File: src/rtl/instruction_loader_pkg.sv
// rtl/instruction_loader_pkg.sv - shared types and constants for the instruction loader
package instruction_loader_pkg;

  localparam int DEPTH_DEF = 11;
  localparam int INSTR_W   = 32;

  typedef enum logic [1:0] {
    ST_IDLE  = 2'd0,
    ST_LOAD  = 2'd1,
    ST_WRITE = 2'd2,
    ST_DONE  = 2'd3
  } state_t;

endpackage

File: src/rtl/instruction_loader_byte_assembler.sv
// rtl/instruction_loader_byte_assembler.sv - little-endian byte-to-word assembly register
module instruction_loader_byte_assembler
  import instruction_loader_pkg::*;
(
  input  logic               i_clock,
  input  logic               i_reset,
  input  logic               i_clear,
  input  logic               i_push,
  input  logic [7:0]         i_byte,
  input  logic               i_last,
  output logic [INSTR_W-1:0] o_word_next,
  output logic               o_complete
);

  logic [INSTR_W-1:0] r_word;
  logic [1:0]         r_byte_cnt;
  logic [INSTR_W-1:0] w_word_next;

  // Register is cleared between words, so a short final word is already zero-padded.
  always_comb begin
    w_word_next = r_word;
    w_word_next[8*r_byte_cnt +: 8] = i_byte;
  end

  assign o_word_next = w_word_next;
  assign o_complete  = i_push & ((r_byte_cnt == 2'd3) | i_last);

  always_ff @(posedge i_clock) begin
    if (i_reset || i_clear) begin
      r_word     <= '0;
      r_byte_cnt <= '0;
    end else if (i_push) begin
      r_word     <= w_word_next;
      r_byte_cnt <= r_byte_cnt + 2'd1;
    end
  end

endmodule

File: src/rtl/instruction_loader.sv
// rtl/instruction_loader.sv - fills instruction memory from a byte stream, one write per word
module instruction_loader
  import instruction_loader_pkg::*;
#(
  parameter int DEPTH  = DEPTH_DEF,
  parameter int ADDR_W = 4
) (
  input  logic               i_clock,
  input  logic               i_reset,
  input  logic               i_start,
  input  logic [7:0]         i_byte_in,
  input  logic               i_byte_valid,
  input  logic               i_byte_last,
  output logic               o_byte_ready,
  output logic               o_mem_we,
  output logic [ADDR_W-1:0]  o_mem_addr,
  output logic [INSTR_W-1:0] o_mem_wdata,
  output logic [ADDR_W:0]    o_words_loaded,
  output logic               o_busy,
  output logic               o_done
);

  localparam logic [ADDR_W-1:0] LAST_ADDR = ADDR_W'(DEPTH - 1);

  state_t             r_state;
  logic               r_byte_ready;
  logic               r_mem_we;
  logic [ADDR_W-1:0]  r_mem_addr;
  logic [INSTR_W-1:0] r_mem_wdata;
  logic [ADDR_W:0]    r_words_loaded;
  logic [ADDR_W-1:0]  r_word_addr;
  logic               r_busy;
  logic               r_done;
  logic               r_final_last;

  logic               w_transfer;
  logic               w_start_ok;
  logic               w_clear;
  logic               w_complete;
  logic [INSTR_W-1:0] w_word_next;

  // byte_ready is only ever high in LOAD, so it alone qualifies a transfer.
  assign w_transfer = i_byte_valid & r_byte_ready;
  assign w_start_ok = i_start & ((r_state == ST_IDLE) | (r_state == ST_DONE));
  assign w_clear    = w_start_ok | (r_state == ST_WRITE);

  instruction_loader_byte_assembler u_assembler (
    .i_clock     (i_clock),
    .i_reset     (i_reset),
    .i_clear     (w_clear),
    .i_push      (w_transfer),
    .i_byte      (i_byte_in),
    .i_last      (i_byte_last),
    .o_word_next (w_word_next),
    .o_complete  (w_complete)
  );

  always_ff @(posedge i_clock) begin
    if (i_reset) begin
      r_state        <= ST_IDLE;
      r_byte_ready   <= 1'b0;
      r_mem_we       <= 1'b0;
      r_mem_addr     <= '0;
      r_mem_wdata    <= '0;
      r_words_loaded <= '0;
      r_word_addr    <= '0;
      r_busy         <= 1'b0;
      r_done         <= 1'b0;
      r_final_last   <= 1'b0;
    end else begin
      case (r_state)
        ST_IDLE, ST_DONE: begin
          if (i_start) begin
            r_state        <= ST_LOAD;
            r_byte_ready   <= 1'b1;
            r_busy         <= 1'b1;
            r_done         <= 1'b0;
            r_word_addr    <= '0;
            r_words_loaded <= '0;
            r_final_last   <= 1'b0;
          end
        end
        ST_LOAD: begin
          if (w_complete) begin
            r_state      <= ST_WRITE;
            r_byte_ready <= 1'b0;
            r_mem_we     <= 1'b1;
            r_mem_addr   <= r_word_addr;
            r_mem_wdata  <= w_word_next;
            r_final_last <= i_byte_last;
          end
        end
        ST_WRITE: begin
          r_mem_we       <= 1'b0;
          r_word_addr    <= r_word_addr + 1'b1;
          r_words_loaded <= r_words_loaded + 1'b1;
          // A full memory ends the session even if the source never signals last.
          if (r_final_last || (r_word_addr == LAST_ADDR)) begin
            r_state <= ST_DONE;
            r_busy  <= 1'b0;
            r_done  <= 1'b1;
          end else begin
            r_state      <= ST_LOAD;
            r_byte_ready <= 1'b1;
          end
        end
        default: begin
          r_state      <= ST_IDLE;
          r_byte_ready <= 1'b0;
          r_mem_we     <= 1'b0;
          r_busy       <= 1'b0;
          r_done       <= 1'b0;
        end
      endcase
    end
  end

  assign o_byte_ready   = r_byte_ready;
  assign o_mem_we       = r_mem_we;
  assign o_mem_addr     = r_mem_addr;
  assign o_mem_wdata    = r_mem_wdata;
  assign o_words_loaded = r_words_loaded;
  assign o_busy         = r_busy;
  assign o_done         = r_done;

endmodule

File: config.mk
export PLATFORM = sky130hd
export DESIGN_NAME = instruction_loader
export DESIGN_NICKNAME = d
export VERILOG_FILES = /design/src/rtl/instruction_loader_pkg.sv /design/src/rtl/instruction_loader_byte_assembler.sv /design/src/rtl/instruction_loader.sv
export SDC_FILE = /design/constraint.sdc
export NUM_CORES = 1
export LEC_CHECK = 0
export ABC_CLOCK_PERIOD_IN_PS = 1900
export BUFFER_PORTS_ARGS = -buffer_cell sky130_fd_sc_hd__buf_2
export CORE_MARGIN = 1.5
export CORE_UTILIZATION = 50
export CTS_CLUSTER_SIZE = 40
export DETAILED_ROUTE_END_ITERATION = 8
export PLACE_DENSITY = 0.75
export SLEW_MARGIN = 25
export SYNTH_ARGS = -nofsm -noshare
export SYNTH_HDL_FRONTEND = slang
export SYNTH_SLANG_ARGS = --single-unit
export TNS_END_PERCENT = 100
File: constraint.sdc
create_clock -name i_clock -period 1.9 [get_ports i_clock]
set_input_delay 0 -clock i_clock [delete_from_list [all_inputs] [get_ports i_clock]]
set_output_delay 0 -clock i_clock [all_outputs]
set_load 0.01 [all_outputs]
; ---- Yosys cells after proc, flatten, opt, wreduce, memory -nomap -nowiden
; Cells that the tools add are included.
[totals]
in_bits = 13
output_inout_bits = 45
register_bits = 86
[classes]
add_sub_neg = 4
n_bitwise = 6
eq_ne = 9
shifts = 2
n_reduce_logical = 14
mux = 22
[ops]
columns = op, count
row1 = $neg 5->34, 1
row2 = $shift 8x34->32 const A, 1
row3 = $shiftx 8x34->32, 1
row4 = $bwmux 32, 1
row5 = $pmux 5 s2, 1
row6 = $reduce_and 3->1, 3
row7 = $mux 1, 8
row8 = $pmux 1 s2, 4
row9 = $pmux 4 s2, 1
row10 = $reduce_and 2->1, 4
row11 = $eq 2x2->1 const B, 3
row12 = $mux 2, 3
row13 = $pmux 2 s3, 1
row14 = $reduce_bool 2->1, 3
row15 = $add 5x1->5 const B, 1
row16 = $mux 5, 1
row17 = $add 4x1->4 const B, 1
row18 = $eq 4x4->1 const B, 1
row19 = $mux 4, 1
row20 = $ne 2x1->1 const B, 2
row21 = $ne 2x2->1 const B, 2
row22 = $and 1x1->1, 3
row23 = $or 1x1->1, 3
row24 = $pmux 1 s3, 1
row25 = other kinds (5), 6

; ---- Longest topological paths before layout
[logic_depth]
word_depth = 5
ltp_mapped = 8

; ---- Hierarchy
; Synthesis repeated with hierarchy kept, for this count alone.
[hier_totals]
cells_unflattened = 495
hier_area_um2 = 3925.0
[modules_own_cells]
columns = module, instances, area_each_um2, seq_area_each_um2, cells_per_inst
row1 = instruction_loader, 1, 2118.3, 1041.0, 259
row2 = instruction_loader_byte_assembler, 1, 1806.7, 680.7, 236

; ---- Worst setup path before layout
; Ideal clock, no wire load.
[synth_timing]
path_type = register to register
from = register u_assembler.r_byte_cnt[0]
to = register u_assembler.r_word[24]
t_arrival_ps = 1786
setup_time_ps = 117
stages_incl_launch_ff = 9
synth_period_minus_slack_ps = 1903
path_buffers = 2
slack_ps = -3
path_cell_list = dfxtp_1 > inv_1 > ha_1 > nor2b_1 > and3_1 > buf_2 > and2_0 > buf_2 > a32o_1
[synth_between]
elab_chain_cells = 3
elab_cells_between_ends = 4
cone_classes = add/sub (1) / shift (2) / mux (1)
[synth_lines]
columns = element, line
row1 = start: declaration, instruction_loader_byte_assembler.sv:16  ; logic [1:0] r_byte_cnt;
row2 = start signal: assignment, instruction_loader_byte_assembler.sv:34  ; r_byte_cnt <= r_byte_cnt + 2'd1;
row3 = $neg 5->34 (*), instruction_loader_byte_assembler.sv:22  ; w_word_next[8*r_byte_cnt +: 8] = i_byte;
row4 = $shiftx 8x34->32 or $shift 8x34->32 (tied branches), instruction_loader_byte_assembler.sv:22
row5 = $bwmux 32 (*), instruction_loader_byte_assembler.sv:22
row6 = end signal: assignment, instruction_loader_byte_assembler.sv:33  ; r_word <= w_word_next;
row7 = end: declaration, instruction_loader_byte_assembler.sv:15  ; logic [INSTR_W-1:0] r_word;
; Mark *: on every way between the ends. The rest lies on a longest branch, timed or not.
; A chain may end at the register's enable or synchronous reset.

; ---- Worst setup path in the final report
[layout_timing]
from = register r_state[0]
to = register u_assembler.r_word[29]
[layout_between]
elab_chain_cells = 5
elab_cells_between_ends = 7
cone_classes = eq/ne (2) / bitwise (3) / reduce/logical (2)
[layout_lines]
columns = element, line
row1 = start: declaration, instruction_loader.sv:25  ; state_t r_state;
row2 = start signal: assignment, instruction_loader.sv:60  ; r_state <= ST_IDLE;
row3 = start signal: assignment, instruction_loader.sv:74  ; r_state <= ST_LOAD;
row4 = start signal: assignment, instruction_loader.sv:85  ; r_state <= ST_WRITE;
row5 = $eq 2x2->1 or $logic_not 2->1 (tied branches), instruction_loader.sv:44  ; assign w_start_ok = i_start & ((r_state == ST_IDLE) | (r_state == ST_DONE));
row6 = $or 1x1->1, instruction_loader.sv:44
row7 = $and 1x1->1, instruction_loader.sv:44
row8 = $or 1x1->1 (*), instruction_loader.sv:45  ; assign w_clear = w_start_ok | (r_state == ST_WRITE);
row9 = $logic_or 1x1->1 (*), instruction_loader_byte_assembler.sv:29  ; if (i_reset || i_clear) begin
; Marked as above.

==> impl_metrics.env <==
export IMPL_status="finished clean"
export IMPL_vias_per_cell=5.61
export IMPL_peakVddDrop_v=0.000462
export IMPL_stdcell_count=562
export IMPL_hpwl_um=5740
export IMPL_min_period_over_period_pct=95.1
export IMPL_yosysSeqAreaShare_pct=47.9
export IMPL_drtAntennaViolNets=0
export IMPL_synth_top_family_by_area="compound AO/OA/AOI/OAI gates"
export IMPL_slew_viol_final=0
export IMPL_die_h_um=87.8
export IMPL_cp_endpoint="u_assembler.r_word[29]"
export IMPL_multi_input_area_sq_um=1670
export IMPL_rsz0062_at_grt="true"
export IMPL_ios=58
export IMPL_path_class="register to register"
export IMPL_start_kind="register"
export IMPL_clkTransAtPathRegs_ns=0.08
export IMPL_start_util_pct=52.3
export IMPL_slowest_delay_ns=0.44
export IMPL_yosys_area_share_simple_pct=16.4
export IMPL_syn_cell_area_sq_um=3590
export IMPL_top_usage_layer="met2"
export IMPL_routed_wl_um=8270
export IMPL_layout_common_cells="84 x dfxtp_1, 59 x nor2_1, 57 x buf_2, 26 x inv_1"
export IMPL_crit_start="r_state[0]"
export IMPL_avgSynthCellArea_sq_um=9.01
export IMPL_seq_area_sq_um=1720
export IMPL_worst_setup_path_end_kind="register"
export IMPL_layout_commonest_cell="dfxtp_1"
export IMPL_rows=30
export IMPL_synth_compound_area_share_pct=23.5
export IMPL_gp_congestion=0.867
export IMPL_tightest_slew_ns=0.485
export IMPL_yosysWarnings=0
export IMPL_critPathMaxFanout=6
export IMPL_n_antenna_cell=0
export IMPL_skew_ns=0.0121
export IMPL_power_density_nw_per_um2=822
export IMPL_crit_buf_inv=1
export IMPL_synth_edf_count=0
export IMPL_coreArea_sq_um=6870
export IMPL_hold_violations=0
export IMPL_area_delta_synth_final_pct=19.5
export IMPL_synth_area_top_cells="dfxtp_1 48%, nor2_1 6.2%, a32o_1 5.6%"
export IMPL_cts_buffers_inserted=9
export IMPL_nFillCells=595
export IMPL_drive_gt1_share_pct=24.0
export IMPL_final_area_sq_um=4300
export IMPL_avgRoutedWirePerCell_um=14.7
export IMPL_synthMuxAreaShare_pct=0.627
export IMPL_yosys_area_top_type="dfxtp_1"
export IMPL_p_leak_uw=0.00177
export IMPL_place_area_sq_um=4060
export IMPL_max_freq_ghz=0.553
export IMPL_critPathTopFamily="simple AND/OR/NAND/NOR gates"
export IMPL_grt_pass1_wl_um=13500
export IMPL_drtIter0Drc=234
export IMPL_synthAdderAreaFrac_pct=3.48
export IMPL_synth_net_count=422
export IMPL_synth_top_area_share_pct=47.9
export IMPL_cp_slowest_cell="or3_1"
export IMPL_required_ns=2.19
export IMPL_htree_num_levels=3
export IMPL_vias=3152
export IMPL_cts_sink_count=86
export IMPL_grt_max_degree=31
export IMPL_crit_chain="inv_1 > ha_1 > and2_1 > or3_1 > a21oi_2 > a32o_1"
export IMPL_die_w_um=87.8
export IMPL_grt_use_total_pct=22.4
export IMPL_num_nets_final=484
export IMPL_async_reset_ff_share_pct=0
export IMPL_cts_root_buffer="clkbuf_8"
export IMPL_dpl_cell_count=543
export IMPL_first_pass_iters=4
export IMPL_rr_startpoint="r_state[0]"
export IMPL_die_area_sq_um=7700
export IMPL_postSynthCellCount=399
export IMPL_yosys_most_used_dff="dfxtp_1"
export IMPL_arrival_ns=2.10
export IMPL_max_slew_margin_pct=67.7
export IMPL_setup_viol_count_final=0
export IMPL_drv_cap=0
export IMPL_use_met2_pct=33.7
export IMPL_insertion_delay_ns=0.34
export IMPL_gr_total_overflow=0
export IMPL_utilization_pct=62.5
export IMPL_ys_types=46
export IMPL_synth_seq_cells=86
export IMPL_rr_endpoint="u_assembler.r_word[29]"
export IMPL_grt_pass1_vias=2800
export IMPL_power_total_uw=3530
export IMPL_route_detailed_drc=0
export IMPL_min_period_ns=1.81
export IMPL_synth_xor_area_share_pct=1.46
export IMPL_io_buffers=57
export IMPL_grtUsageMet3_pct=3.58
export IMPL_worstRegToRegCells=6
export IMPL_worst_hold_path_type="primary input to register"
export IMPL_antenna_found_initial=0
export IMPL_gr_usage_met1_pct=32.6
export IMPL_cts_tree="done"
export IMPL_path_depth=6
export IMPL_worst_hold_slack_ns=0.0599
export IMPL_ctsLongestPathBuffers=2
export IMPL_rrSetupSlack_ns=0.09
export IMPL_post_cts_buffers=0
[worst min-delay path by stage]
| stage | start | endpoint | cells past startpoint |
|---|---|---|---|
| final | i_byte_in[0] | u_assembler.r_word[16] | 2 |
| after global routing | i_byte_in[1] | u_assembler.r_word[17] | 2 |
| after CTS | i_byte_in[1] | u_assembler.r_word[17] | 2 |
| after detailed placement | i_byte_in[3] | u_assembler.r_word[19] | 2 |
| after global placement | i_byte_in[3] | u_assembler.r_word[3] | 3 |
| after floorplan | i_byte_last | r_final_last | 2 |
[state kept, by name, indices dropped and copies added (netlist names)]
register	count
o_mem_we	1
o_mem_wdata	32
u_assembler.r_byte_cnt	2
u_assembler.r_word	32
r_final_last	1
o_byte_ready	1
o_busy	1
r_word_addr	4
o_done	1
o_mem_addr	4
r_state	2
o_words_loaded	5
[worst reg2reg max path: stages (launching register included)]
cell	delay, ns
dfxtp_1	0.36
inv_1	0.06
ha_1	0.30
and2_1	0.15
or3_1	0.44
a21oi_2	0.29
a32o_1	0.17
[synth_stat cells (3+ instances only)]
cell / n
ha_1: 10
dfxtp_1: 86
a221oi_1: 20
clkbuf_1: 17
a32o_1: 20
nand4_1: 3
nor3_1: 22
a21oi_1: 16
nand2_1: 21
o21ai_0: 15
a22oi_1: 8
xor2_1: 4
a21oi_2: 3
nor2_1: 59
buf_2: 11
and2_1: 3
a211oi_1: 4
nand3_1: 4
nor2b_1: 6
inv_1: 26
o221ai_1: 9
[where the power goes]
group / switching [uW] / internal [uW] / total, uW
registers: 29.3 / 1850 / 1880
logic: 322 / 192 / 513
clock network: 655 / 482 / 1140
total: 1010 / 2520 / 3530
[cell families (layout without fill, tap and decap cells)]
logic type                 Yosys count  count (layout)
muxes                                2               2
and+or+nand+nor                    128             128
AOI/OAI and AO/OA                  109             109
buffers and inverters               58             125
adders and majority gates           10              10
xor gates and xnor gates             6               6
DFF                                 86              86
[metrics by stage]
step / worst slack (ns) / setup TNS (ns)
after floorplan: 0.0854 / 0
after global placement: -0.0116 / -0.0441
after detailed placement: -0.0846 / -0.611
after CTS: 0.00164 / 0
after global routing: -0.0320 / -0.0737
final: 0.0930 / 0
[final cells by class]
class / instances / area share, %
well taps: 96 / 2.80
multi-input cells: 255 / 38.8
repair buffers: 83 / 11.9
inverters: 26 / 2.27
clock inverters: 6 / 1.05
flip-flops and latches: 86 / 40.1
clock buffers: 10 / 2.97
[layer usage]
layer  part of all wire, %  up-vias
met3                   5.4       11
met4                   1.5        0
met1                    48     1492
li1                      -     1564
met2                    45       85
met5                     0        -
[repair_timing]
action                                  4_1_cts  5_1_grt
endpoints found under the setup margin       12       35
hold buffers                                  3        0
resized for setup                             2        8
endpoints found under the hold margin         5        0
No activity file was read; power rests on OpenSTA's default activity.
